<file path="src/rtl/filter_buffer_db_pkg.sv">
// Shared definitions for the double-buffered filter-weight buffer:
// default weight width and kernel edge, plus the load/full state encoding.
package filter_buffer_db_pkg;

    // Default width of one filter weight.
    localparam int WID_FILTER   = 8;
    // Default kernel edge; the buffer holds KSIZE*KSIZE taps.
    localparam int KSIZE_FILTER = 3;

    // LOAD: shadow bank accepts words. FULL: shadow complete, waiting for swap.
    typedef enum logic {
        FB_LOAD = 1'b0,
        FB_FULL = 1'b1
    } fb_state_e;

    // Number of taps for a square kernel of the given edge.
    function automatic int taps_of(input int ksize);
        return ksize * ksize;
    endfunction

endpackage

</file>
<file path="src/rtl/filter_buffer_db_weight_bank.sv">
// weight_bank: TAPS x WID register array with an indexed single-word write
// port, a whole-bank parallel load, a synchronous active-low clear and a flat
// parallel output (tap i at [i*WID +: WID]).
// Priority: clear over parallel load over indexed write.
module weight_bank #(
    parameter int WID  = 8,
    parameter int TAPS = 9,
    parameter int AW   = 4
) (
    input  logic                clk,
    input  logic                clr_n,
    input  logic                we,
    input  logic [AW-1:0]       waddr,
    input  logic [WID-1:0]      wdata,
    input  logic                load,
    input  logic [TAPS*WID-1:0] load_data,
    output logic [TAPS*WID-1:0] bank_out
);

    logic [WID-1:0] regs [TAPS];

    // Register array update: clear, full-bank load, or one indexed word.
    always_ff @(posedge clk) begin
        if (!clr_n) begin
            for (int i = 0; i < TAPS; i++) begin
                regs[i] <= '0;
            end
        end else if (load) begin
            for (int i = 0; i < TAPS; i++) begin
                regs[i] <= load_data[i*WID +: WID];
            end
        end else if (we) begin
            // Compare against every slot so an address past TAPS-1 writes nothing.
            for (int i = 0; i < TAPS; i++) begin
                if (waddr == AW'(i)) begin
                    regs[i] <= wdata;
                end
            end
        end
    end

    // Flatten the array onto the parallel output bus.
    for (genvar g = 0; g < TAPS; g++) begin : g_out
        assign bank_out[g*WID +: WID] = regs[g];
    end

endmodule

</file>
<file path="src/rtl/filter_buffer_db.sv">
// filter_buffer_db: double-buffered filter-weight buffer for the convolver.
// Weights stream into a shadow bank over a valid/ready handshake; a swap
// copies the complete shadow bank into the active bank that feeds all taps
// to the MAC array, so the next filter loads while the current one is used.
//
// Handshake: a word transfers on a rising edge where in_valid && in_ready.
// in_ready is a decode of the registered state only (high in LOAD), so it
// never depends combinationally on in_valid or swap; upstream holds its word
// while in_ready is low and nothing is lost.
//
// Optional build macro FILTER_BUF_FLIP_EN adds input 'flip', sampled with
// swap: when high the copy is rotated 180 degrees (active[i] = shadow[TAPS-1-i]).
// Without the macro the copy is always straight.
module filter_buffer_db
    import filter_buffer_db_pkg::*;
#(
    parameter  int WID   = WID_FILTER,
    parameter  int KSIZE = KSIZE_FILTER,
    localparam int TAPS  = KSIZE * KSIZE,
    localparam int CNT_W = $clog2(KSIZE * KSIZE + 1)
) (
    input  logic                clk,
    input  logic                rst,
    input  logic                in_valid,
    output logic                in_ready,
    input  logic [WID-1:0]      in_data,
    input  logic                swap,
`ifdef FILTER_BUF_FLIP_EN
    input  logic                flip,
`endif
    output logic                swap_ack,
    output logic [TAPS*WID-1:0] taps_out,
    output logic                taps_valid,
    output logic                shadow_full,
    output logic [CNT_W-1:0]    load_count,
    output fb_state_e           dbg_state
);

    fb_state_e           state_q;
    fb_state_e           state_d;
    logic                accept;
    logic                do_swap;
    logic                flip_sel;
    logic [CNT_W-1:0]    count_q;
    logic                ack_q;
    logic                valid_q;
    logic [TAPS*WID-1:0] shadow_flat;
    logic [TAPS*WID-1:0] copy_flat;

`ifdef FILTER_BUF_FLIP_EN
    assign flip_sel = flip;
`else
    assign flip_sel = 1'b0;
`endif

    // State register.
    always_ff @(posedge clk) begin
        if (!rst) begin
            state_q <= FB_LOAD;
        end else begin
            state_q <= state_d;
        end
    end

    // Next state plus the accept/swap strobes derived from the current state.
    // A swap on the edge that accepts the last word is not seen, because the
    // FSM is still in LOAD on that edge.
    always_comb begin
        state_d = state_q;
        accept  = 1'b0;
        do_swap = 1'b0;
        case (state_q)
            FB_LOAD: begin
                accept = in_valid;
                if (in_valid && (count_q == CNT_W'(TAPS - 1))) begin
                    state_d = FB_FULL;
                end
            end
            FB_FULL: begin
                do_swap = swap;
                if (swap) begin
                    state_d = FB_LOAD;
                end
            end
            default: begin
                state_d = FB_LOAD;
            end
        endcase
    end

    // Load counter: write pointer into the shadow bank, stops at TAPS because
    // the FSM leaves LOAD on the last word and only a swap restarts it.
    always_ff @(posedge clk) begin
        if (!rst) begin
            count_q <= '0;
        end else if (do_swap) begin
            count_q <= '0;
        end else if (accept) begin
            count_q <= count_q + 1'b1;
        end
    end

    // Swap acknowledge pulse and "active bank holds a filter" flag.
    always_ff @(posedge clk) begin
        if (!rst) begin
            ack_q   <= 1'b0;
            valid_q <= 1'b0;
        end else begin
            ack_q <= do_swap;
            if (do_swap) begin
                valid_q <= 1'b1;
            end
        end
    end

    // Shadow-to-active copy, straight or rotated by 180 degrees.
    for (genvar g = 0; g < TAPS; g++) begin : g_copy
        assign copy_flat[g*WID +: WID] = flip_sel ? shadow_flat[(TAPS-1-g)*WID +: WID]
                                                  : shadow_flat[g*WID +: WID];
    end

    weight_bank #(
        .WID  (WID),
        .TAPS (TAPS),
        .AW   (CNT_W)
    ) u_shadow (
        .clk       (clk),
        .clr_n     (rst),
        .we        (accept),
        .waddr     (count_q),
        .wdata     (in_data),
        .load      (1'b0),
        .load_data ('0),
        .bank_out  (shadow_flat)
    );

    weight_bank #(
        .WID  (WID),
        .TAPS (TAPS),
        .AW   (CNT_W)
    ) u_active (
        .clk       (clk),
        .clr_n     (rst),
        .we        (1'b0),
        .waddr     ('0),
        .wdata     ('0),
        .load      (do_swap),
        .load_data (copy_flat),
        .bank_out  (taps_out)
    );

    assign in_ready    = (state_q == FB_LOAD);
    assign shadow_full = (state_q == FB_FULL);
    assign swap_ack    = ack_q;
    assign taps_valid  = valid_q;
    assign load_count  = count_q;
    assign dbg_state   = state_q;

endmodule

</file>
<file path="config.mk">
export PLATFORM = sky130hd
export DESIGN_NAME = filter_buffer_db
export DESIGN_NICKNAME = d
export VERILOG_FILES = /design/src/rtl/filter_buffer_db_pkg.sv /design/src/rtl/filter_buffer_db_weight_bank.sv /design/src/rtl/filter_buffer_db.sv
export SDC_FILE = /design/constraint.sdc
export NUM_CORES = 1
export LEC_CHECK = 0
export ABC_AREA = 1
export BUFFER_PORTS_ARGS = -buffer_cell sky130_fd_sc_hd__buf_2
export CAP_MARGIN = 10
export CORE_MARGIN = 2
export CORE_UTILIZATION = 55
export DETAILED_ROUTE_END_ITERATION = 10
export GPL_ROUTABILITY_DRIVEN = 0
export GPL_TIMING_DRIVEN = 0
export PLACE_DENSITY_LB_ADDON = 0.05
export SLEW_MARGIN = 25
export SYNTH_ARGS = -nofsm -noshare
export SYNTH_HDL_FRONTEND = slang
export SYNTH_SLANG_ARGS = --single-unit
</file>
<file path="constraint.sdc">
create_clock -name clk -period 3.45 [get_ports clk]
set_input_delay 0.1725 -clock clk [delete_from_list [all_inputs] [get_ports clk]]
set_output_delay 0.1725 -clock clk [all_outputs]
set_load 0.01 [all_outputs]
</file>
==> results.json <==
{
  "status": "finished clean",
  "rsz0062_at_grt": "false",
  "start_kind": "register",
  "powerDensity_nw_per_um2": 606,
  "post-route-util_pct": 69.4,
  "post-route-period-util_pct": 64.1,
  "cts_buffers": 17,
  "power_mw": 4.09,
  "fmax_ghz": 0.452,
  "cts_tree": "done",
  "drcViolationCount": 0,
  "fin_tns_setup_ns": 0,
  "pin_count": 93,
  "final-setup-viol-count": 0,
  "ys_warn_count": 0,
  "crit_type": "register to register",
  "grt_max_degree": 48,
  "rrSetupSlack_ns": 1.24,
  "critical_path.top_delay_family": "simple AND/OR/NAND/NOR gates",
  "period_needed_ns": 2.21,
  "drive_above_1_share_pct": 28.0,
  "required_ns": 3.63,
  "final_cells": 641,
  "syn_avg_cell_area_sq_um": 14.4,
  "hp-class": "primary input to register",
  "slowest_stage": "nor2_1",
  "cts_num_sinks": 151,
  "cap_violations": 0,
  "dp_hpwl_mm": 5.70,
  "startpoint": "load_count[0]$_SDFFE_PP0N_",
  "finClkSkew_ns": 0.00750,
  "final_net_count": 512,
  "clkLatencyLatePin_ns": 0.52,
  "synth_nets": 397,
  "worst_slew_pin_slew_ns": 0.982,
  "die_x_um": 104,
  "grtUsageTotal_pct": 18.2,
  "slew_violations": 0,
  "regArea_sq_um": 4460,
  "syn_to_final_growth_pct": 22.9,
  "crit_chain": "inv_1 > ha_1 > inv_1 > nor2_1 > nand2_1 > nand3_2 > nor2_4 > nor2_1",
  "via_count": 2938,
  "slowest_delay_ns": 0.74,
  "ys_ff_latch": 151,
  "cts_setup_buffers": 0,
  "ant_nets": 0,
  "antenna_found_initial": 0,
  "diodes": 0,
  "crit_path_max_fanout": 9,
  "dpl.cell_count": 607,
  "cp-end-kind": "register",
  "post_cts_resized": 0,
  "crit_buf_inv": 2,
  "first_pass_iters": 4,
  "die_area_sq_um": 10800,
  "slew_headroom_pct": 34.3,
  "finalHoldViolCount": 0,
  "r2r_start": "load_count[0]$_SDFFE_PP0N_",
  "htree_levels": 4,
  "rows": 36,
  "yosysUniqueCellTypes": 21,
  "avgRoutedWirePerCell_um": 14.2,
  "clk_path_buf_depth": 2,
  "irDropWorstVdd_uv": 319,
  "syn_area_sq_um": 5490,
  "ys_seq_area_share_pct": 81.3,
  "via_per_inst": 4.58,
  "arrival_ns": 2.39,
  "clk_pin_slew_worst_paths_ns": 0.06,
  "grt-ovfl-total": 0,
  "p_leak_nw": 2.91,
  "first_iter_violations": 105,
  "grt_pass1_wl_mm": 14.3,
  "start_util_pct": 56.4,
  "hp-start": "in_data[7]",
  "drt_wl_total_mm": 9.09,
  "multiInputGateArea_sq_um": 602,
  "syn_inst": 381,
  "die_h_um": 104,
  "port_buffers": 92,
  "core_area_sq_um": 9730,
  "cts-root-buf": "clkbuf_8",
  "grt_pass1_vias": 2773,
  "fillers": 701
}
[what timing repair did]
action | 4_1_cts | 5_1_grt
setup endpoints to repair | 0 | 0
endpoints found under the hold margin | 3 | 0
hold buffers | 3 | 0
[final cells by class]
| class | instances | share of cell area [%] |
|---|---|---|
| clock buffer | 18 | 6.19 |
| buffer | 9 | 1.33 |
| sequential | 151 | 66.1 |
| timing repair buffer | 96 | 7.56 |
| tap | 133 | 2.47 |
| clock inverter | 13 | 2.34 |
| inverter | 91 | 5.06 |
| multi-input combinational | 130 | 8.92 |
[placed cells by master, fill, tap and decap left out, types with 6 or more instances in the layout]
master / count
buf_2: 92
buf_6: 7
clkbuf_16: 16
clkinvlp_4: 6
dfxtp_1: 7
edfxtp_1: 144
inv_1: 87
nand2_1: 15
nor2_1: 85
o21ai_1: 6
[stage by stage]
| step | area (sq um) | setup slack [ns] | hold slack, ns |
|---|---|---|---|
| 2_1_floorplan | 5490 | 0.799 | 0.264 |
| 3_3_place_gp | 6120 | 0.106 | 0.368 |
| 3_5_place_dp | 6140 | 1.25 | 0.371 |
| 4_1_cts | 6750 | 1.21 | 0.0964 |
| 5_1_grt | 6750 | 1.06 | 0.129 |
| 6_report | 6750 | 1.24 | 0.116 |
[synthesized netlist by cell type]
| cell | n | area [sq um] |
|---|---|---|
| inv_2 | 4 | 15.0 |
| buf_6 | 7 | 78.8 |
| nor2_2 | 2 | 12.5 |
| o31ai_1 | 1 | 7.51 |
| nor2_4 | 3 | 33.8 |
| nand2_1 | 16 | 60.1 |
| nand2_4 | 1 | 11.3 |
| nand4_1 | 1 | 6.26 |
| clkbuf_1 | 1 | 3.75 |
| a21oi_1 | 3 | 15.0 |
| nor2_1 | 85 | 319 |
| inv_1 | 87 | 327 |
| ha_1 | 4 | 50.1 |
| edfxtp_1 | 144 | 4320 |
| o21ai_0 | 10 | 50.1 |
| nor3_1 | 1 | 5.00 |
| nand3_2 | 1 | 10.0 |
| xor2_1 | 1 | 8.76 |
| buf_4 | 1 | 7.51 |
| nand3_1 | 1 | 5.00 |
| dfxtp_1 | 7 | 140 |
[registers in the layout (all words and copies together), names as in the netlist]
| register | count |
|---|---|
| taps_valid | 1 |
| u_shadow.regs | 72 |
| dbg_state | 1 |
| load_count | 4 |
| swap_ack | 1 |
| u_active.regs | 72 |
[path summary, 6_finish.rpt]
| kind | endpoint | cells past startpoint |
|---|---|---|
| setup / recovery | u_shadow.regs[0][27]$_DFFE_PP_ | 8 |
| hold / removal | u_shadow.regs[0][39]$_DFFE_PP_ | 3 |
| setup reg to reg | u_shadow.regs[0][27]$_DFFE_PP_ | 8 |
| hold reg to reg | taps_valid$_SDFFE_PN0P_ | 2 |
[worst reg2reg max path, stage by stage (launching register included)]
cell,delay (ns)
dfxtp_1,0.35
inv_1,0.12
ha_1,0.19
inv_1,0.05
nor2_1,0.09
nand2_1,0.13
nand3_2,0.12
nor2_4,0.06
nor2_1,0.74
[power by group]
group          switching (mW)  leakage (nW)  internal (mW)
Combinational           0.129          1.10         0.0505
Sequential             0.0262          1.54           2.12
Clock                   0.680         0.262           1.09
Total                   0.835          2.91           3.26
[kinds of logic after synthesis]
group | synth area share (%)
AOI/OAI and AO/OA | 1.32
buffers and inverters | 7.86
xor gates and xnor gates | 0.160
adders and majority gates | 0.912
DFF | 81.3
and+or+nand+nor | 8.43
[layer usage]
| metal | vias up | global-route usage [%] | wire, um |
|---|---|---|---|
| met1 | 1381 | 24.7 | 4250 |
| li1 | 1460 | - | - |
| met3 | 18 | 5.95 | 389 |
| met4 | 0 | 8.40 | 180 |
| met2 | 79 | 27.0 | 4270 |
| met5 | - | 0 | 0 |
Power figures use the tool's default switching activity.
